==> config.mk <==
export PLATFORM = sky130hd
export DESIGN_NAME = read_pointer_status
export DESIGN_NICKNAME = d
export VERILOG_FILES = /design/src/rtl/async_fifo_pkg.sv /design/src/rtl/gray_to_binary.sv /design/src/rtl/read_pointer_status.sv
export SDC_FILE = /design/constraint.sdc
export NUM_CORES = 1
export LEC_CHECK = 0
export CAP_MARGIN = 20
export CORE_MARGIN = 10
export CORE_UTILIZATION = 49
export DETAILED_ROUTE_END_ITERATION = 12
export PLACE_DENSITY = 0.94
export SETUP_SLACK_MARGIN = 0.15
export SLEW_MARGIN = 30
export SYNTH_ARGS = -nofsm -noshare
export SYNTH_HDL_FRONTEND = slang
export SYNTH_HIERARCHICAL = 1
export SYNTH_SLANG_ARGS = --single-unit
export TNS_END_PERCENT = 50
==> constraint.sdc <==
create_clock -name read_clk -period 4 [get_ports read_clk]
set_input_delay 0.8 -clock read_clk [delete_from_list [all_inputs] [get_ports read_clk]]
set_output_delay 0.8 -clock read_clk [all_outputs]
set_load 0.05 [all_outputs]
==> src/rtl/async_fifo_pkg.sv <==
`default_nettype none
// ============================================================================
//  Module      : async_fifo_pkg
//  Description : Shared constants and Gray/binary helper functions for the
//                asynchronous FIFO pointer logic.
//  Revision    : 1.0 - initial release
// ============================================================================
package async_fifo_pkg;

  localparam int ADDRESS_SIZE_DEFAULT       = 3;
  localparam int ALMOST_EMPTY_LEVEL_DEFAULT = 1;

  // Helpers work on a 32-bit container; callers zero-extend narrower
  // pointers and truncate the result. Zero upper bits leave the low bits of
  // either conversion unaffected.
  function automatic logic [31:0] bin2gray(input logic [31:0] bin);
    return bin ^ (bin >> 1);
  endfunction

  function automatic logic [31:0] gray2bin(input logic [31:0] gray);
    logic [31:0] bin;
    bin[31] = gray[31];
    for (int i = 30; i >= 0; i--) begin
      bin[i] = bin[i+1] ^ gray[i];
    end
    return bin;
  endfunction

endpackage
`default_nettype wire

==> src/rtl/gray_to_binary.sv <==
`default_nettype none
// ============================================================================
//  Module      : gray_to_binary
//  Description : Purely combinational Gray-to-binary converter of parameter
//                width. Each binary bit is the XOR of all Gray bits at and
//                above it, which avoids a bit-to-bit ripple on one vector.
//  Revision    : 1.0 - initial release
// ============================================================================
module gray_to_binary #(
  parameter int WIDTH = 4
) (
  input  logic [WIDTH-1:0] gray_i,
  output logic [WIDTH-1:0] bin_o
);

  for (genvar i = 0; i < WIDTH; i++) begin : g_prefix_xor
    assign bin_o[i] = ^gray_i[WIDTH-1:i];
  end

endmodule
`default_nettype wire

==> src/rtl/read_pointer_status.sv <==
`default_nettype none
// ============================================================================
//  Module      : read_pointer_status
//  Description : Read-side pointer and status logic of an asynchronous FIFO.
//                Maintains the binary/Gray read pointer, the RAM read address
//                and registered empty / almost-empty / level flags derived
//                from the synchronised Gray write pointer.
//                Optional sticky underflow flag enabled by the macro
//                READ_POINTER_UNDERFLOW_EN (flag tied low when undefined).
//  Revision    : 1.0 - initial release
// ============================================================================
module read_pointer_status
  import async_fifo_pkg::*;
#(
  parameter int ADDRESS_SIZE       = ADDRESS_SIZE_DEFAULT,
  parameter int ALMOST_EMPTY_LEVEL = ALMOST_EMPTY_LEVEL_DEFAULT
) (
  input  logic                    read_clk,
  input  logic                    read_reset_n,
  input  logic                    read_enable,
  input  logic [ADDRESS_SIZE:0]   read_to_write_pointer,
  input  logic                    read_underflow_clear,
  output logic [ADDRESS_SIZE-1:0] read_address,
  output logic [ADDRESS_SIZE:0]   read_pointer,
  output logic                    read_empty,
  output logic                    read_almost_empty,
  output logic [ADDRESS_SIZE:0]   read_level,
  output logic                    read_underflow
);

  localparam int                PTR_W    = ADDRESS_SIZE + 1;
  localparam logic [PTR_W-1:0]  AE_LEVEL = PTR_W'(ALMOST_EMPTY_LEVEL);

  logic [PTR_W-1:0] rbin_q;
  logic [PTR_W-1:0] rbin_d;
  logic [PTR_W-1:0] rgray_d;
  logic [PTR_W-1:0] wbin;
  logic [PTR_W-1:0] level_d;
  logic             pop;

  logic [PTR_W-1:0] read_pointer_q;
  logic             read_empty_q;
  logic             read_almost_empty_q;
  logic [PTR_W-1:0] read_level_q;

  // Write pointer back to binary so the occupancy is a plain subtraction.
  gray_to_binary #(
    .WIDTH (PTR_W)
  ) u_wptr_g2b (
    .gray_i (read_to_write_pointer),
    .bin_o  (wbin)
  );

  // Next-state pointer and occupancy; a pop is ignored while empty.
  always_comb begin
    pop     = read_enable & ~read_empty_q;
    rbin_d  = rbin_q + PTR_W'(pop);
    rgray_d = PTR_W'(bin2gray(32'(rbin_d)));
    level_d = wbin - rbin_d;
  end

  // Pointer and status registers, all computed from the post-pop pointer.
  always_ff @(posedge read_clk) begin
    if (!read_reset_n) begin
      rbin_q              <= '0;
      read_pointer_q      <= '0;
      read_empty_q        <= 1'b1;
      read_almost_empty_q <= 1'b1;
      read_level_q        <= '0;
    end else begin
      rbin_q              <= rbin_d;
      read_pointer_q      <= rgray_d;
      read_empty_q        <= (rgray_d == read_to_write_pointer);
      read_almost_empty_q <= (level_d <= AE_LEVEL);
      read_level_q        <= level_d;
    end
  end

  assign read_address      = rbin_q[ADDRESS_SIZE-1:0];
  assign read_pointer      = read_pointer_q;
  assign read_empty        = read_empty_q;
  assign read_almost_empty = read_almost_empty_q;
  assign read_level        = read_level_q;

`ifdef READ_POINTER_UNDERFLOW_EN
  logic underflow_q;

  // Sticky underflow: a pop attempt while empty sets it, and set beats clear.
  always_ff @(posedge read_clk) begin
    if (!read_reset_n) begin
      underflow_q <= 1'b0;
    end else if (read_enable && read_empty_q) begin
      underflow_q <= 1'b1;
    end else if (read_underflow_clear) begin
      underflow_q <= 1'b0;
    end
  end

  assign read_underflow = underflow_q;
`else
  logic unused_underflow_clear;

  assign unused_underflow_clear = read_underflow_clear;
  assign read_underflow         = 1'b0;
`endif

endmodule
`default_nettype wire

==> metrics list <==
* Drt pass-1 iters: 2
* Total power divided by cell area: ~380 nW/um^2
- In this run the remaining antenna-violating nets after routing total 0.
- In this run, post-CTS repair resized a total of 0 instances.
- I/O Pins: 22
- The die covers between 3000 and 4000 um^2.
* GRT overflow: 0
- Actual transition at the worst max-transition pin: ~0.5 ns
- Critical Path AT: 3.01 ns
- Synthesis produced a netlist whose cell count is 71.
- Nature of the critical path endpoint: flop
* Startpoint-to-endpoint class of the critical path: input pin to flop
- The number of hold violations in the final report was 0.
* Setup repair after global routing missed its margin: no
- The floorplan step defined a core boundary enclosing about 1500 um^2.
* Last weighted congestion value of the routability-driven placer: a little under 0.8
* Clock-pin slew on the worst setup and hold paths: ~0.07 ns
- For this run, the total global-route usage over all layers was measured as 0.09161.
- The flow ran to the end, and the final reports show no timing, DRC or antenna violations.
* Final cell count without fillers: between 100 and 150
* Final period utilization: 0.7080
- Cts bufs inserted: 3
- Summed over all nets, the half-perimeter wirelength after detailed placement is 1.228 mm.
- From bottom edge to top edge, the die measures roughly 60 um.
- The number of antenna violations at the first check in global routing is 0.
- TritonCTS built the clock tree.
- Area occupied by multi-input gates: 474.2 um^2
* Via density per instance: a little under 5
* Port Buffers: 19
- Hold repair after CTS inserted 0 buffers.
- Antenna diodes: 0
- Yosys printed 6 warnings.
- Nets: about 100
- The routed layout has between 500 and 600 vias.
- Share of final-layout standard cells stronger than drive strength 1: 0.1333
- Summed over all failing endpoints, the final setup total negative slack is 0 ns.
- The sequential cells in the finished layout cover a total of around 260 um^2.
- The tightest min-delay check is of the flop to flop type.
* CP startpoint: read_to_write_pointer[3]
- In this run the number of H-tree levels came out at 1.
- Width of the die: 59.60 um
* Worst-skew pair later-pin latency: ~0.28 ns
- Total power of the final layout: 375.1 uW
* Sequence of cells on the critical path: clkdlybuf4s50_1, xor2_2, xnor2_1, inv_1, ha_1, inv_1, ha_1, nor2_8, xnor2_1, o41ai_2
- Sink count of the clock tree: 13
- The synthesized netlist occupies a cell area of 768.2 um^2.
- The tool flagged a number of max-cap violations equal to 0.
- Highest-delay cell along the critical path: sky130_fd_sc_hd__clkdlybuf4s50_1
* Number of buffers on the longest clock path: 2
* Yosys cell types: 26
* Number of global-route vias before repair: 560
- Worst min-delay path startpoint: rbin_q[3]$_SDFF_PN0_
- Pin count of the biggest net entering global routing: 14
- Fill cells in the final layout number 117.
- Initial drt markers: 4
- Hold timing on the final database bottoms out at a slack of between 0.7 and 0.8 ns.
- Including well taps, the total number of placed cells is 102.
- After layout, the minimum clock period comes to roughly 2.8 ns.
- In this run the static leakage power is between 0.3 and 0.4 nW.
- Across the VDD grid, the largest voltage drop is about 0.18 mV.
* Number of buffers added for setup after CTS: 0
- On the worst path, the slowest cell contributes a delay of 0.59 ns.
* R2R Path Start: read_empty$_SDFF_PN1_
- Setup violations remaining at the end of the flow were counted as 0.
- Across the routed clock network, the largest skew measured is 0.001568 ns.
- The average instance in the mapped netlist occupies roughly 11 um^2.
- After detailed routing, the number of remaining DRC violations is 0.
* Wire length reported by the detailed router: between 1 and 1.5 mm
- After detailed routing, the average wire length per cell comes to ~14 um.
- The share of the Yosys chip area taken by registers is 0.3388.
* Achievable Freq: 353.1 MHz
* Worst max-slew margin expressed relative to the limit: 0.6653
* Area grow syn2layout: 27.36%
- Initial standard-cell utilization of the core: 0.5160
- The first global-routing pass estimated approximately 2.4 mm of wire.
- Count of pins over their slew limit: 0
- The worst setup path is launched from an input pin.
- Clock Tree Root: sky130_fd_sc_hd__clkbuf_4
- Number of synthesized register bits: 13
* Row count: 14
- Counting every net in the synthesized netlist gives 83.
- Peak fanout along the critical path: 5
- At the worst endpoint, the required time is 4.18 ns.
cell usage in the layout, fill, tap and decap left out, types with 3 or more instances in the layout:
cell / netlist / final
sky130_fd_sc_hd__and2_1: 8 / 8
sky130_fd_sc_hd__clkbuf_4: 0 / 3
sky130_fd_sc_hd__clkdlybuf4s50_1: 0 / 19
sky130_fd_sc_hd__dfxtp_1: 13 / 13
sky130_fd_sc_hd__ha_1: 4 / 4
sky130_fd_sc_hd__nand2_1: 3 / 3
sky130_fd_sc_hd__nor2b_1: 3 / 3
sky130_fd_sc_hd__xnor2_1: 11 / 11
sky130_fd_sc_hd__xor2_1: 5 / 5
critical path, delay by kind of cell:
| kind | cells | cell delay [ns] |
|---|---|---|
| buf+inv | 3 | 0.74 |
| simple gates | 1 | 0.06 |
| xor+xnor | 3 | 0.65 |
| compound gates | 1 | 0.30 |
| fa+ha+maj | 2 | 0.46 |
stage by stage:
stage               cell area (um^2)    util  setup slack (ns)
floorplan                      768.2       -             1.490
global route                   978.4  0.6571            0.9972
global placement               952.2  0.6395            0.9433
CTS                            978.4  0.6571             1.156
detailed placement             952.2  0.6395            0.8866
finish                         978.4  0.6571             1.168
Yosys cell counts:
cell                       number  area share
sky130_fd_sc_hd__o221ai_2       1       0.020
sky130_fd_sc_hd__xnor3_1        1       0.029
sky130_fd_sc_hd__o31ai_1        1      0.0098
sky130_fd_sc_hd__dfxtp_1       13        0.34
sky130_fd_sc_hd__nor2_1         1      0.0049
sky130_fd_sc_hd__nor2_8         1       0.026
sky130_fd_sc_hd__nor2b_1        3       0.024
sky130_fd_sc_hd__a21oi_1        1      0.0065
sky130_fd_sc_hd__o41ai_2        1       0.021
sky130_fd_sc_hd__xnor2_2        1       0.021
sky130_fd_sc_hd__nand2b_1       1      0.0081
sky130_fd_sc_hd__mux2i_1        1       0.013
sky130_fd_sc_hd__and2b_1        1      0.0098
sky130_fd_sc_hd__ha_1           4       0.065
sky130_fd_sc_hd__and3_4         2       0.029
sky130_fd_sc_hd__xor2_1         5       0.057
sky130_fd_sc_hd__and2_1         8       0.065
sky130_fd_sc_hd__xor2_2         2       0.042
sky130_fd_sc_hd__nand2_1        3       0.015
sky130_fd_sc_hd__inv_1          2      0.0098
sky130_fd_sc_hd__conb_1         1      0.0049
sky130_fd_sc_hd__buf_4          3       0.029
sky130_fd_sc_hd__o21a_1         1      0.0098
sky130_fd_sc_hd__xnor2_1       11        0.13
sky130_fd_sc_hd__clkbuf_1       1      0.0049
sky130_fd_sc_hd__and2_2         1      0.0098
power breakdown:
part	internal [mW]	leakage, nW	switching [mW]
clock	0.0387	0.0150	0.0395
sequential	0.142	0.107	0.00368
combinational	0.0599	0.276	0.0913
layout make-up:
class	instances	share of cell area
inverter	2	0.007673
tap	16	0.02046
multi-input combinational	52	0.4847
timing repair buffer	19	0.1944
sequential	13	0.2660
clock buffer	4	0.02685
state kept, by name (all words and copies together) (netlist names):
name / count
read_empty: 1
read_almost_empty: 1
read_level: 4
read_pointer: 3
rbin_q: 4
cells by family after synthesis:
| family | count (synthesis) | share of synthesized area |
|---|---|---|
| DFF | 13 | 0.3388 |
| xor gates and xnor gates | 20 | 0.2752 |
| buffers and inverters | 6 | 0.04397 |
| adders and majority gates | 4 | 0.06515 |
| AOI/OAI and AO/OA | 5 | 0.06678 |
| muxes | 1 | 0.01303 |
| other | 1 | 0.004881 |
| and+or+nand+nor | 21 | 0.1922 |
final timing paths:
path                                                     end  slack [ns]  depth (start not counted)
worst max-delay path            read_almost_empty$_SDFF_PN1_        1.17                         10
worst min-delay path                    rbin_q[3]$_SDFF_PN0_        0.70                          2
worst max register to register  read_almost_empty$_SDFF_PN1_        1.92                          8
worst min register to register          rbin_q[3]$_SDFF_PN0_        0.70                          2
metal layers:
| layer | GRT usage | routed length, um | vias to the layer above |
|---|---|---|---|
| met1 | 0.08273 | 556 | 236 |
| met3 | 0.04506 | 125 | 4 |
| met4 | 0.07372 | 42 | 0 |
| li1 | - | - | 262 |
| met5 | 0 | 0 | - |
| met2 | 0.1516 | 727 | 19 |
Power figures use the tool's default switching activity.
